===== config.mk =====
export PLATFORM = sky130hd
export DESIGN_NAME = tcpv4_tx_arbiter
export DESIGN_NICKNAME = d
export VERILOG_FILES = /design/src/rtl/tcpv4_tx_arbiter_pkg.sv /design/src/rtl/RoundRobinSelector.sv /design/src/rtl/tcpv4_tx_arbiter.sv
export SDC_FILE = /design/constraint.sdc
export NUM_CORES = 1
export LEC_CHECK = 0
export CORE_AREA = 3 3 217 219
export DETAILED_ROUTE_END_ITERATION = 8
export DIE_AREA = 0 0 220 222
export PLACE_DENSITY = 0.49
export SKIP_CTS_REPAIR_TIMING = 1
export SLEW_MARGIN = 20
export SYNTH_ARGS = -nofsm -noshare
export SYNTH_HDL_FRONTEND = slang
export SYNTH_HIERARCHICAL = 1
export SYNTH_SLANG_ARGS = --single-unit

===== constraint.sdc =====
create_clock -name i_clk -period 3 [get_ports i_clk]
set_clock_uncertainty 0.2 [all_clocks]
set_input_delay 0.6 -clock i_clk [delete_from_list [all_inputs] [get_ports i_clk]]
set_output_delay 0.6 -clock i_clk [all_outputs]
set_load 0.05 [all_outputs]

===== src/rtl/tcpv4_tx_arbiter_pkg.sv =====
// Shared types for the TCPv4 transmit arbiter: the client/stack frame bus,
// the arbiter state encoding and small helpers used by the arbiter slice.
package tcpv4_tx_arbiter_pkg;

    localparam int DATA_W    = 32;
    localparam int MAX_PORTS = 16;
    localparam int CNT_W     = 16;

    typedef struct packed {
        logic              start;
        logic              dataValid;
        logic [1:0]        bytesValid;
        logic [DATA_W-1:0] data;
        logic              commit;
        logic              drop;
        logic [31:0]       dstIp;
        logic [15:0]       dstPort;
        logic [15:0]       srcPort;
        logic [7:0]        sockId;
    } TCPv4TxBus;

    typedef enum logic [1:0] {
        ST_IDLE,
        ST_GRANT,
        ST_BUSY
    } arbState_t;

    // Wide enough for any legal port count; arbiters slice it down to their own width.
    typedef logic [$clog2(MAX_PORTS)-1:0] portIndex_t;

    function automatic logic [CNT_W-1:0] satInc(input logic [CNT_W-1:0] value);
        return (value == '1) ? value : value + 16'd1;
    endfunction

    function automatic logic hasControl(input TCPv4TxBus bus);
        return bus.start | bus.dataValid | bus.commit | bus.drop;
    endfunction

endpackage


===== src/rtl/RoundRobinSelector.sv =====
// Combinational round-robin pick: first set request at or after the pointer,
// wrapping, returned as a one-hot grant plus its index.
module RoundRobinSelector
    import tcpv4_tx_arbiter_pkg::*;
#(
    parameter  int N  = 4,
    localparam int IW = $clog2(N)
) (
    input  logic [N-1:0]  i_request,
    input  logic [IW-1:0] i_pointer,
    output logic [N-1:0]  o_grant,
    output logic [IW-1:0] o_index,
    output logic          o_valid
);

    always_comb begin
        logic [IW:0]   sum;
        portIndex_t    candWide;
        logic [IW-1:0] cand;
        o_grant  = '0;
        o_index  = '0;
        o_valid  = 1'b0;
        sum      = '0;
        candWide = '0;
        cand     = '0;
        for (int k = 0; k < N; k++) begin
            sum = {1'b0, i_pointer} + (IW+1)'(k);
            if (sum >= (IW+1)'(N)) begin
                sum = sum - (IW+1)'(N);
            end
            candWide = portIndex_t'(sum);
            cand     = candWide[IW-1:0];
            if (!o_valid && i_request[cand]) begin
                o_valid       = 1'b1;
                o_grant[cand] = 1'b1;
                o_index       = cand;
            end
        end
    end

endmodule


===== src/rtl/tcpv4_tx_arbiter.sv =====
// Round-robin, frame-atomic arbiter handing the TCP transmit path to one client
// at a time via rts/cts, with a start watchdog and stray-control detection.
module tcpv4_tx_arbiter
    import tcpv4_tx_arbiter_pkg::*;
#(
    parameter  int NUM_PORTS     = 4,
    parameter  int START_TIMEOUT = 255,
    localparam int IW            = $clog2(NUM_PORTS)
) (
    input  logic                 i_clk,
    input  logic                 i_rst,
    input  logic [NUM_PORTS-1:0] i_clientRts,
    output logic [NUM_PORTS-1:0] o_clientCts,
    input  TCPv4TxBus            i_clientTxBus [NUM_PORTS],
    output TCPv4TxBus            o_tcpTxBus,
    output logic                 o_busy,
    output logic [IW-1:0]        o_grantId,
    output logic                 o_startTimeoutErr,
    output logic                 o_protocolErr
);

    arbState_t            r_state;
    logic [IW-1:0]        r_rrPtr;
    logic [IW-1:0]        r_grantId;
    logic [NUM_PORTS-1:0] r_cts;
    logic                 r_busy;
    logic [CNT_W-1:0]     r_cnt;
    TCPv4TxBus            r_txBus;
    logic                 r_timeoutErr;
    logic                 r_protocolErr;

    logic [NUM_PORTS-1:0] w_selGrant;
    logic [IW-1:0]        w_selIndex;
    logic                 w_selValid;
    TCPv4TxBus            w_granted;
    TCPv4TxBus            w_fwdBus;
    TCPv4TxBus            w_payloadBus;
    TCPv4TxBus            w_heldBus;
    logic                 w_strayControl;
    logic [IW-1:0]        w_nextPtr;
    logic                 w_timeoutHit;

    RoundRobinSelector #(.N(NUM_PORTS)) u_selector (
        .i_request (i_clientRts),
        .i_pointer (r_rrPtr),
        .o_grant   (w_selGrant),
        .o_index   (w_selIndex),
        .o_valid   (w_selValid)
    );

    assign w_granted    = i_clientTxBus[r_grantId];
    assign w_nextPtr    = (r_grantId == IW'(NUM_PORTS-1)) ? '0 : r_grantId + IW'(1);
    assign w_timeoutHit = (r_cnt == CNT_W'(START_TIMEOUT-1));

    // A drop in the same cycle as commit wins, so the stack discards the frame.
    always_comb begin
        w_fwdBus        = w_granted;
        w_fwdBus.commit = w_granted.commit & ~w_granted.drop;

        w_payloadBus           = w_granted;
        w_payloadBus.start     = 1'b0;
        w_payloadBus.dataValid = 1'b0;
        w_payloadBus.commit    = 1'b0;
        w_payloadBus.drop      = 1'b0;

        w_heldBus           = r_txBus;
        w_heldBus.start     = 1'b0;
        w_heldBus.dataValid = 1'b0;
        w_heldBus.commit    = 1'b0;
        w_heldBus.drop      = 1'b0;
    end

    // In IDLE nobody owns the bus, so every client counts as non-granted.
    always_comb begin
        w_strayControl = 1'b0;
        for (int i = 0; i < NUM_PORTS; i++) begin
            if (!((r_state != ST_IDLE) && (r_grantId == IW'(i))) &&
                hasControl(i_clientTxBus[i])) begin
                w_strayControl = 1'b1;
            end
        end
    end

    always_ff @(posedge i_clk) begin
        if (i_rst) begin
            r_state       <= ST_IDLE;
            r_rrPtr       <= '0;
            r_grantId     <= '0;
            r_cts         <= '0;
            r_busy        <= 1'b0;
            r_cnt         <= '0;
            r_txBus       <= '0;
            r_timeoutErr  <= 1'b0;
            r_protocolErr <= 1'b0;
        end else begin
            r_cts         <= '0;
            r_timeoutErr  <= 1'b0;
            r_protocolErr <= w_strayControl;
            r_txBus       <= w_heldBus;

            case (r_state)
                ST_IDLE: begin
                    if (w_selValid) begin
                        r_cts     <= w_selGrant;
                        r_grantId <= w_selIndex;
                        r_busy    <= 1'b1;
                        r_cnt     <= '0;
                        r_state   <= ST_GRANT;
                    end
                end

                // Start is checked first so a start on the expiry cycle still wins.
                ST_GRANT: begin
                    r_txBus <= w_payloadBus;
                    if (w_granted.start) begin
                        r_txBus <= w_fwdBus;
                        if (w_granted.commit || w_granted.drop) begin
                            r_state <= ST_IDLE;
                            r_busy  <= 1'b0;
                            r_rrPtr <= w_nextPtr;
                        end else begin
                            r_state <= ST_BUSY;
                        end
                    end else if (w_granted.drop) begin
                        r_state <= ST_IDLE;
                        r_busy  <= 1'b0;
                        r_rrPtr <= w_nextPtr;
                    end else if (w_timeoutHit) begin
                        r_timeoutErr <= 1'b1;
                        r_state      <= ST_IDLE;
                        r_busy       <= 1'b0;
                        r_rrPtr      <= w_nextPtr;
                    end else begin
                        r_cnt <= satInc(r_cnt);
                    end
                end

                ST_BUSY: begin
                    r_txBus <= w_fwdBus;
                    if (w_granted.commit || w_granted.drop) begin
                        r_state <= ST_IDLE;
                        r_busy  <= 1'b0;
                        r_rrPtr <= w_nextPtr;
                    end
                end

                default: begin
                    r_state <= ST_IDLE;
                    r_busy  <= 1'b0;
                end
            endcase
        end
    end

    assign o_clientCts       = r_cts;
    assign o_tcpTxBus        = r_txBus;
    assign o_busy            = r_busy;
    assign o_grantId         = r_grantId;
    assign o_startTimeoutErr = r_timeoutErr;
    assign o_protocolErr     = r_protocolErr;

endmodule


-- Yosys cells after proc, flatten, opt, wreduce, memory -nomap -nowiden
Cells that the tools add are included.
- add/subtract/negate cells: 9
- order comparisons: 13
- eq/ne operators: 14
- mux-type cells: 67
- bitwise operators: 21
- reductions and logical operators: 35
- operator list (operator ; count):
    2-to-1 mux 110 bit ; 3
    binary-select mux 110 bit (select 2 bit) ; 1
    case mux 110 bit (2 select lines) ; 1
    2-to-1 mux 16 bit ; 5
    2-to-1 mux 2 bit ; 19
    case mux 16 bit (2 select lines) ; 1
    2-to-1 mux 1 bit ; 22
    adder 16 x 1 -> 16 bit (second input constant) ; 1
    equality test 16 bit (second input constant) ; 1
    equality test 16 x 8 -> 1 bit (second input constant) ; 1
    2-to-1 mux 4 bit ; 4
    logical AND 1 bit ; 15
    greater-or-equal comparator 3 bit (second input constant) ; 4
    < comparator 2 x 3 -> 1 bit (second input constant) ; 4
    bitwise OR 1 bit ; 12
    bitwise OR 4 bit ; 3
    inequality test 2 bit (second input constant) ; 5
    binary-select mux 1 bit (select 2 bit) ; 4
    demux 1 bit (select 2 bit) ; 4
    greater-or-equal comparator 2 x 1 -> 1 bit (second input constant) ; 4
    subtractor 2 x 1 -> 2 bit (second input constant) ; 4
    logical NOT 1 bit ; 7
    adder 2 x 2 -> 3 bit (second input constant) ; 2
    equality test 2 bit (second input constant) ; 3
    other kinds (20) ; 29
- flip-flop bits (word level): 139
- input bits: 446

-- Longest topological paths before layout
Gate-level depths: netlist of the first run.
- word-level depth: 16
- gate-level depth with buffers: 13

-- Hierarchy
Netlist of the first run, hierarchy kept.
- by module, submodules not included (module ; times used ; cells each ; area each (um^2) ; sequential area each (um^2)):
    tcpv4_tx_arbiter ; 1 ; 621 ; 7557.2 ; 2782.7
    RoundRobinSelector ; 1 ; 45 ; 421.7 ; 0.0

-- Worst setup path before layout of the first run
No wires, ideal clock.
- kind: flip-flop to flip-flop
- start: register r_rrPtr[0]
- end: register r_cnt[2]
- arrival time: 2904 ps
- data required time: 2741 ps
- path slack: -163 ps
- cell stages (with the launch flop): 14
- path buffers: 3
- clock period less this slack: 3163 ps
- cell sequence: dfxtp_1 > buf_6 > inv_1 > ha_1 > mux4_2 > buf_6 > nor3_1 > nand2b_1 > nand2_1 > nor2_1 > or2_2 > clkbuf_1 > or4_1 > nand2_1
- longest elaborated chain between the ends: 16
- RTL lines (what ; line ; source):
    start, declared ; tcpv4_tx_arbiter.sv:23 ; logic [IW-1:0] r_rrPtr;
    start signal, assigned ; tcpv4_tx_arbiter.sv:120 ; r_rrPtr <= w_nextPtr;
    start signal, assigned ; tcpv4_tx_arbiter.sv:127 ; r_rrPtr <= w_nextPtr;
    start signal, assigned ; tcpv4_tx_arbiter.sv:132 ; r_rrPtr <= w_nextPtr;
    branches (longest 13 deep; another with adder 2 x 1 -> 3 bit) ; - ;
    2-to-1 mux 1 bit * ; RoundRobinSelector.sv:33 ; if (!o_valid && i_request[cand]) begin
    via w_selValid ; tcpv4_tx_arbiter.sv:34 ; logic w_selValid;
    inequality test 2 x 1 -> 1 bit (no line) * ; - ;
    AND reduction 6 bit (no line) * ; - ;
    end signal, assigned ; tcpv4_tx_arbiter.sv:134 ; r_cnt <= satInc(r_cnt);
    end, declared ; tcpv4_tx_arbiter.sv:27 ; logic [CNT_W-1:0] r_cnt;
Mark *: on every way through the listed nets, which the timed path passes. The select of a mux whose other input is x is not followed.
A chain may end at the register's enable or synchronous reset.

-- Worst setup path in the final report of the first run
- start: register r_rrPtr[1]
- end: register r_cnt[15]
The elaborated chain is that of the path after synthesis.

==> flow_metrics.env, run 1 <==
export IMPL_status="finished, final reports clean"
export IMPL_finalSetupViolCount=0
export IMPL_root_buffer="clkbuf_16"
export IMPL_die_y_um=222
export IMPL_finalSetupTns_ns=0
export IMPL_routed_via_density=4.43
export IMPL_mostFrequentLayoutCell="clkdlybuf4s50_1"
export IMPL_dp_cells=1810
export IMPL_cp_start_kind="flip-flop"
export IMPL_drive_above_1_share_pct=16.3
export IMPL_cts_htree_levels=4
export IMPL_critical_path_top_delay_family="simple AND/OR/NAND/NOR gates"
export IMPL_cp_slowest_cell="or4_1"
export IMPL_hold_slack_ns=0.276
export IMPL_drcViolationCount=0
export IMPL_holdCritStartpoint="o_tcpTxBus[56]"
export IMPL_syn_area_um2=7980
export IMPL_antenna_found_initial=2
export IMPL_die_w_um=220
export IMPL_fp_coreArea_um2=45300
export IMPL_start_util_pct=17.6
export IMPL_final_cells=1843
export IMPL_gp_congestion=0.863
export IMPL_port_buffers=564
export IMPL_arrival_ns=3.03
export IMPL_place_hpwl_um=31800
export IMPL_synth_area_leaders="dfxtp_1 35%, mux4_2 32%, a22o_1 9.1%"
export IMPL_hp_class="flip-flop to flip-flop"
export IMPL_wl_per_cell_um=21.1
export IMPL_final_cell_area_um2=15100
export IMPL_cpPeakStageDelay_ns=0.42
export IMPL_grt_overflow=0
export IMPL_yosysTopAreaCellShare_pct=34.9
export IMPL_ys_flop_type="dfxtp_1"
export IMPL_final_util_pct=33.4
export IMPL_postRouteAntennaNets=0
export IMPL_postSynthAreaPerCell_um2=12.0
export IMPL_maxCapViolCount=0
export IMPL_end_kind="flip-flop"
export IMPL_ys_ff_latch=139
export IMPL_syn2layout_area_growth_pct=89.7
export IMPL_leakage_nw=5.25
export IMPL_power_density_nw_per_um2=764
export IMPL_max_clock_freq_mhz=349
export IMPL_yosys_warnings=6
export IMPL_synth_edff_count=0
export IMPL_grt_max_degree=83
export IMPL_final_max_slew_viol_count=0
export IMPL_clkLatencyLatePin_ns=0.43
export IMPL_synth_fp_nets=1127
export IMPL_drt_iter0_drc=391
export IMPL_critical_path_class="flip-flop to flip-flop"
export IMPL_die_area_um2=48800
export IMPL_cp_num_buf_inv=2
export IMPL_vias=8162
export IMPL_worstSetupStartpoint="r_rrPtr[1]"
export IMPL_worstPathMaxFanout=7
export IMPL_crit_path_cell_trace="inv_1, ha_1, mux4_2, nor3_2, nand2b_1, buf_4, mux2_2, nand3_1, or4_1, or3_1, a21oi_1"
export IMPL_reg2reg_depth=11
export IMPL_critical_path_required_ns=3.16
export IMPL_ios=565
export IMPL_placedInstanceArea_um2=14500
export IMPL_yosys_area_top_type="dfxtp_1"
export IMPL_period_minus_slack_ns=2.86
export IMPL_clk_pin_slew_ns=0.06
export IMPL_slew_headroom_pct=44.1
export IMPL_fin_nets=1690
export IMPL_endpoint="r_cnt[15]"
export IMPL_wl_um=38900
export IMPL_grt_pass1_wl_um=56000
export IMPL_netlist_instances=666
export IMPL_synthDistinctLibCells=46
export IMPL_tightest_slew_ns=0.839
export IMPL_grt_setup_unrepaired="false"
export IMPL_rr_endpoint="r_cnt[15]"
export IMPL_cts_sinks=139
export IMPL_r2r_start="r_rrPtr[1]"
export IMPL_cts_tree="done"
export IMPL_rows=78
export IMPL_cts_inserted_buffers=17
export IMPL_grt_use_total_pct=15.5
export IMPL_critical_path_depth=11
export IMPL_clockBufferDepth=2
export IMPL_finalCritPeriodShare_pct=95.4
export IMPL_rrSetupSlack_ns=0.14
export IMPL_final_hold_viol_count=0
export IMPL_ir_drop_v=0.000374
export IMPL_drtPass1Iterations=4
export IMPL_final_cell_mix="562 x clkdlybuf4s50_1, 136 x dfxtp_1, 112 x mux4_2, 83 x a22o_1, 47 x a21oi_1"
export IMPL_seq_area_frac_synth_pct=34.9
export IMPL_synth_async_reset_ratio_pct=0
export IMPL_grt_pass1_vias=8621
==> kinds of logic after synthesis <==
group,Yosys count,synth area share (%)
flops,139,34.9
simple gates,146,10.2
buf+inv,72,3.70
compound gates,173,15.7
fa+ha+maj,15,2.35
mux,121,33.2
==> Yosys cell counts, types with 3 or more instances <==
cell type,n
a21oi_1,47
a22o_1,83
a22oi_1,8
and2_1,5
buf_1,13
buf_6,3
clkbuf_1,44
dfxtp_1,139
ha_1,15
inv_1,10
mux2i_1,5
mux4_2,112
nand2_1,13
nand2b_1,6
nand3_1,8
nand4_1,7
nor2_1,40
nor2b_1,26
nor3_1,3
nor4_1,9
o21ai_0,16
o31ai_1,6
or3_1,9
or4_1,7
==> report_power, final <==
group | internal [mW] | switching, mW | leakage (nW) | total (mW)
Combinational | 3.22 | 3.62 | 3.81 | 6.84
Sequential | 2.22 | 0.232 | 1.13 | 2.45
Clock | 1.41 | 0.861 | 0.311 | 2.27
Total | 6.85 | 4.72 | 5.25 | 11.6
==> registers in the layout, summed over array words and instances (netlist names) <==
register           cells
o_protocolErr          1
o_clientCts            4
o_grantId              2
r_state                2
o_tcpTxBus           110
o_startTimeoutErr      1
o_busy                 1
r_cnt                 16
r_rrPtr                2
==> layout make-up <==
type                            count  area (µm²)
Antenna cell                        1        2.50
Clock buffer                       25         537
Clock inverter                      7         100
Fill cell                        4590       30100
Inverter                           10        37.5
Multi-Input combinational cell    455        4920
Sequential cell                   139        2790
Tap cell                          600         751
Timing Repair Buffer              606        6000
==> worst register-to-register path: stages, from the launching register on <==
cell      delay, ns
dfxtp_1        0.34
inv_1          0.09
ha_1           0.35
mux4_2         0.27
nor3_2         0.05
nand2b_1       0.12
buf_4          0.16
mux2_2         0.25
nand3_1        0.09
or4_1          0.42
or3_1          0.32
a21oi_1        0.14
==> per-stage QoR <==
step	total power, mW	setup slack, ns
floorplan	6.90	-0.0509
global placement	9.42	-0.296
detailed placement	9.44	-0.314
CTS	11.8	-0.0348
global route	12.3	0.000711
finish	11.6	0.137
==> worst min path at each step <==
stage                 endpoint  cells past startpoint
5_1_grt         o_tcpTxBus[54]                      1
4_1_cts        o_tcpTxBus[104]                      1
6_report        o_tcpTxBus[56]                      1
3_5_place_dp   o_tcpTxBus[102]                      1
3_3_place_gp    o_tcpTxBus[30]                      1
2_1_floorplan         r_cnt[6]                      2
==> routing by layer <==
layer,up-vias,routed length (µm),GRT usage (%),share of wire [%]
met5,-,0,0,0
met4,0,742,4.18,1.9
li1,3806,-,-,-
met2,320,20500,28.0,53
met3,29,2560,4.48,6.6
met1,4007,15100,17.6,39
No activity file was read; power rests on OpenSTA's default activity.
==> inputs of run 2 (changes only) <==
--- a/config.mk
+++ b/config.mk
@@ -8,7 +8,6 @@
 export CORE_AREA = 3 3 217 219
 export DETAILED_ROUTE_END_ITERATION = 8
 export DIE_AREA = 0 0 220 222
-export PLACE_DENSITY = 0.49
 export SKIP_CTS_REPAIR_TIMING = 1
 export SLEW_MARGIN = 20
 export SYNTH_ARGS = -nofsm -noshare
==> run 2 against run 1 <==
  * Sequential share of layout area rose by 0.15 points
  * Global-route usage rose by 0.45 points
  * Final area fell by 0.78%
  * First-iteration DRC count fell by 0.51%
  * Via count rose by 0.16%
  * Hold slack improved by 0.0016 ns
  * Non-clock buffer count fell by 5
  * Core utilization fell by 0.26 points
==> flow_metrics.env, run 2 (synthesis gave the netlist of run 1 again) <==
export IMPL_cp_num_buf_inv=2
export IMPL_slew_headroom_pct=43.6
export IMPL_syn2layout_area_growth_pct=88.3
export IMPL_critical_path_top_delay_family="simple AND/OR/NAND/NOR gates"
export IMPL_hp_class="flip-flop to flip-flop"
export IMPL_critical_path_required_ns=3.16
export IMPL_gp_congestion=0.862
export IMPL_vias=8175
export IMPL_start_util_pct=17.6
export IMPL_max_clock_freq_mhz=347
export IMPL_wl_um=39800
export IMPL_finalSetupViolCount=0
export IMPL_grt_setup_unrepaired="false"
export IMPL_final_cell_mix="558 x clkdlybuf4s50_1, 136 x dfxtp_1, 112 x mux4_2, 83 x a22o_1, 47 x a21oi_1"
export IMPL_finalCritPeriodShare_pct=96.0
export IMPL_final_hold_viol_count=0
export IMPL_place_hpwl_um=32600
export IMPL_cts_inserted_buffers=17
export IMPL_leakage_nw=5.18
export IMPL_grt_pass1_wl_um=57300
export IMPL_drtPass1Iterations=4
export IMPL_drt_iter0_drc=389
export IMPL_grt_pass1_vias=8711
export IMPL_cts_htree_levels=4
export IMPL_critical_path_class="primary input to flip-flop"
export IMPL_port_buffers=564
export IMPL_multiInputGateArea_um2=4920
export IMPL_ir_drop_v=0.000335
export IMPL_root_buffer="clkbuf_16"
export IMPL_largest_reg_flops=110
export IMPL_arrival_ns=3.04
export IMPL_grt_use_total_pct=15.9
export IMPL_wl_per_cell_um=21.6
export IMPL_drcViolationCount=0
export IMPL_power_density_nw_per_um2=761
export IMPL_end_kind="flip-flop"
export IMPL_die_y_um=222
export IMPL_clockBufferDepth=2
export IMPL_mostFrequentLayoutCell="clkdlybuf4s50_1"
export IMPL_fin_nets=1685
export IMPL_n_fill_cell=4573
export IMPL_place_ws_ns=-0.318
export IMPL_maxCapViolCount=0
export IMPL_placedInstanceArea_um2=14400
export IMPL_tightest_slew_ns=0.845
export IMPL_rows=78
export IMPL_cpPeakStageDelay_ns=0.53
export IMPL_cp_start_kind="primary input"
export IMPL_cts_tree="done"
export IMPL_grt_max_degree=85
export IMPL_drive_above_1_share_pct=16.2
export IMPL_grt_overflow=0
export IMPL_fp_coreArea_um2=45300
export IMPL_die_w_um=220
export IMPL_routed_via_density=4.44
export IMPL_clk_pin_slew_ns=0.07
export IMPL_crit_path_cell_trace="clkdlybuf4s50_1, mux4_2, or2_0, o31a_1, buf_4, or4_1, a21oi_1"
export IMPL_postRouteAntennaNets=0
export IMPL_regArea_um2=2790
export IMPL_setup_ws_ns=0.121
export IMPL_die_area_um2=48800
export IMPL_final_cell_area_um2=15000
export IMPL_cp_slowest_cell="mux4_2"
export IMPL_ios=565
export IMPL_antenna_found_initial=4
export IMPL_cts_sinks=139
export IMPL_final_max_slew_viol_count=0
export IMPL_period_minus_slack_ns=2.88
export IMPL_worstPathMaxFanout=14
export IMPL_clkLatencyLatePin_ns=0.43
export IMPL_status="finished, final reports clean"
==> run 2: metrics by stage <==
stage / hold slack, ns / TNS [ns] / util [%] / std cells / power, mW
final: 0.278 / 0 / 33.2 / 1840 / 11.4
after global placement: 0.262 / -2.78 / 31.9 / 1805 / 9.37
after floorplan: 0.265 / -0.0509 / - / 666 / 6.90
after CTS: 0.283 / 0 / 33.2 / 1837 / 11.6
after global routing: 0.292 / 0 / 33.2 / 1838 / 12.1
after detailed placement: 0.263 / -3.33 / 31.9 / 1805 / 9.41
==> run 2: worst paths after layout <==
kind	startpoint	to	slack [ns]	cells past startpoint
worst max-delay path	i_clientTxBus[182]	r_cnt[10]	0.12	7
worst min-delay path	o_tcpTxBus[77]	o_tcpTxBus[77]	0.28	1
worst max register to register	r_rrPtr[1]	r_cnt[15]	0.20	11
worst min register to register	o_tcpTxBus[77]	o_tcpTxBus[77]	0.28	1
==> run 2: worst register-to-register path: cells and delay by family, from the launching register on <==
family	cells	cell delay, ns
adder cells (fa/ha/maj)	1	0.35
multiplexers	2	0.49
buffers and inverters	2	0.25
AO/OA/AOI/OAI	1	0.13
AND/OR/NAND/NOR	5	0.98
flip-flops	1	0.32
==> run 2: power breakdown <==
group	total [mW]	internal [mW]	leakage, nW	switching, mW
Clock	2.14	1.26	0.283	0.876
Sequential	2.46	2.22	1.13	0.239
Combinational	6.83	3.17	3.77	3.66
==> run 2: metal layers <==
layer  GRT usage [%]  part of all wire (%)
met4            5.48                   2.5
met5               0                 0.053
met3            4.18                   6.6
met1            19.4                    40
met2            27.1                    50
==> run 2: layout make-up <==
type,instances,share of cell area [%]
Inverter,10,0.250
Antenna cell,3,0.0500
Timing Repair Buffer,601,39.5
Multi-Input combinational cell,455,32.8
Clock buffer,21,3.07
Tap cell,600,5.00
Clock inverter,11,0.791
Sequential cell,139,18.6
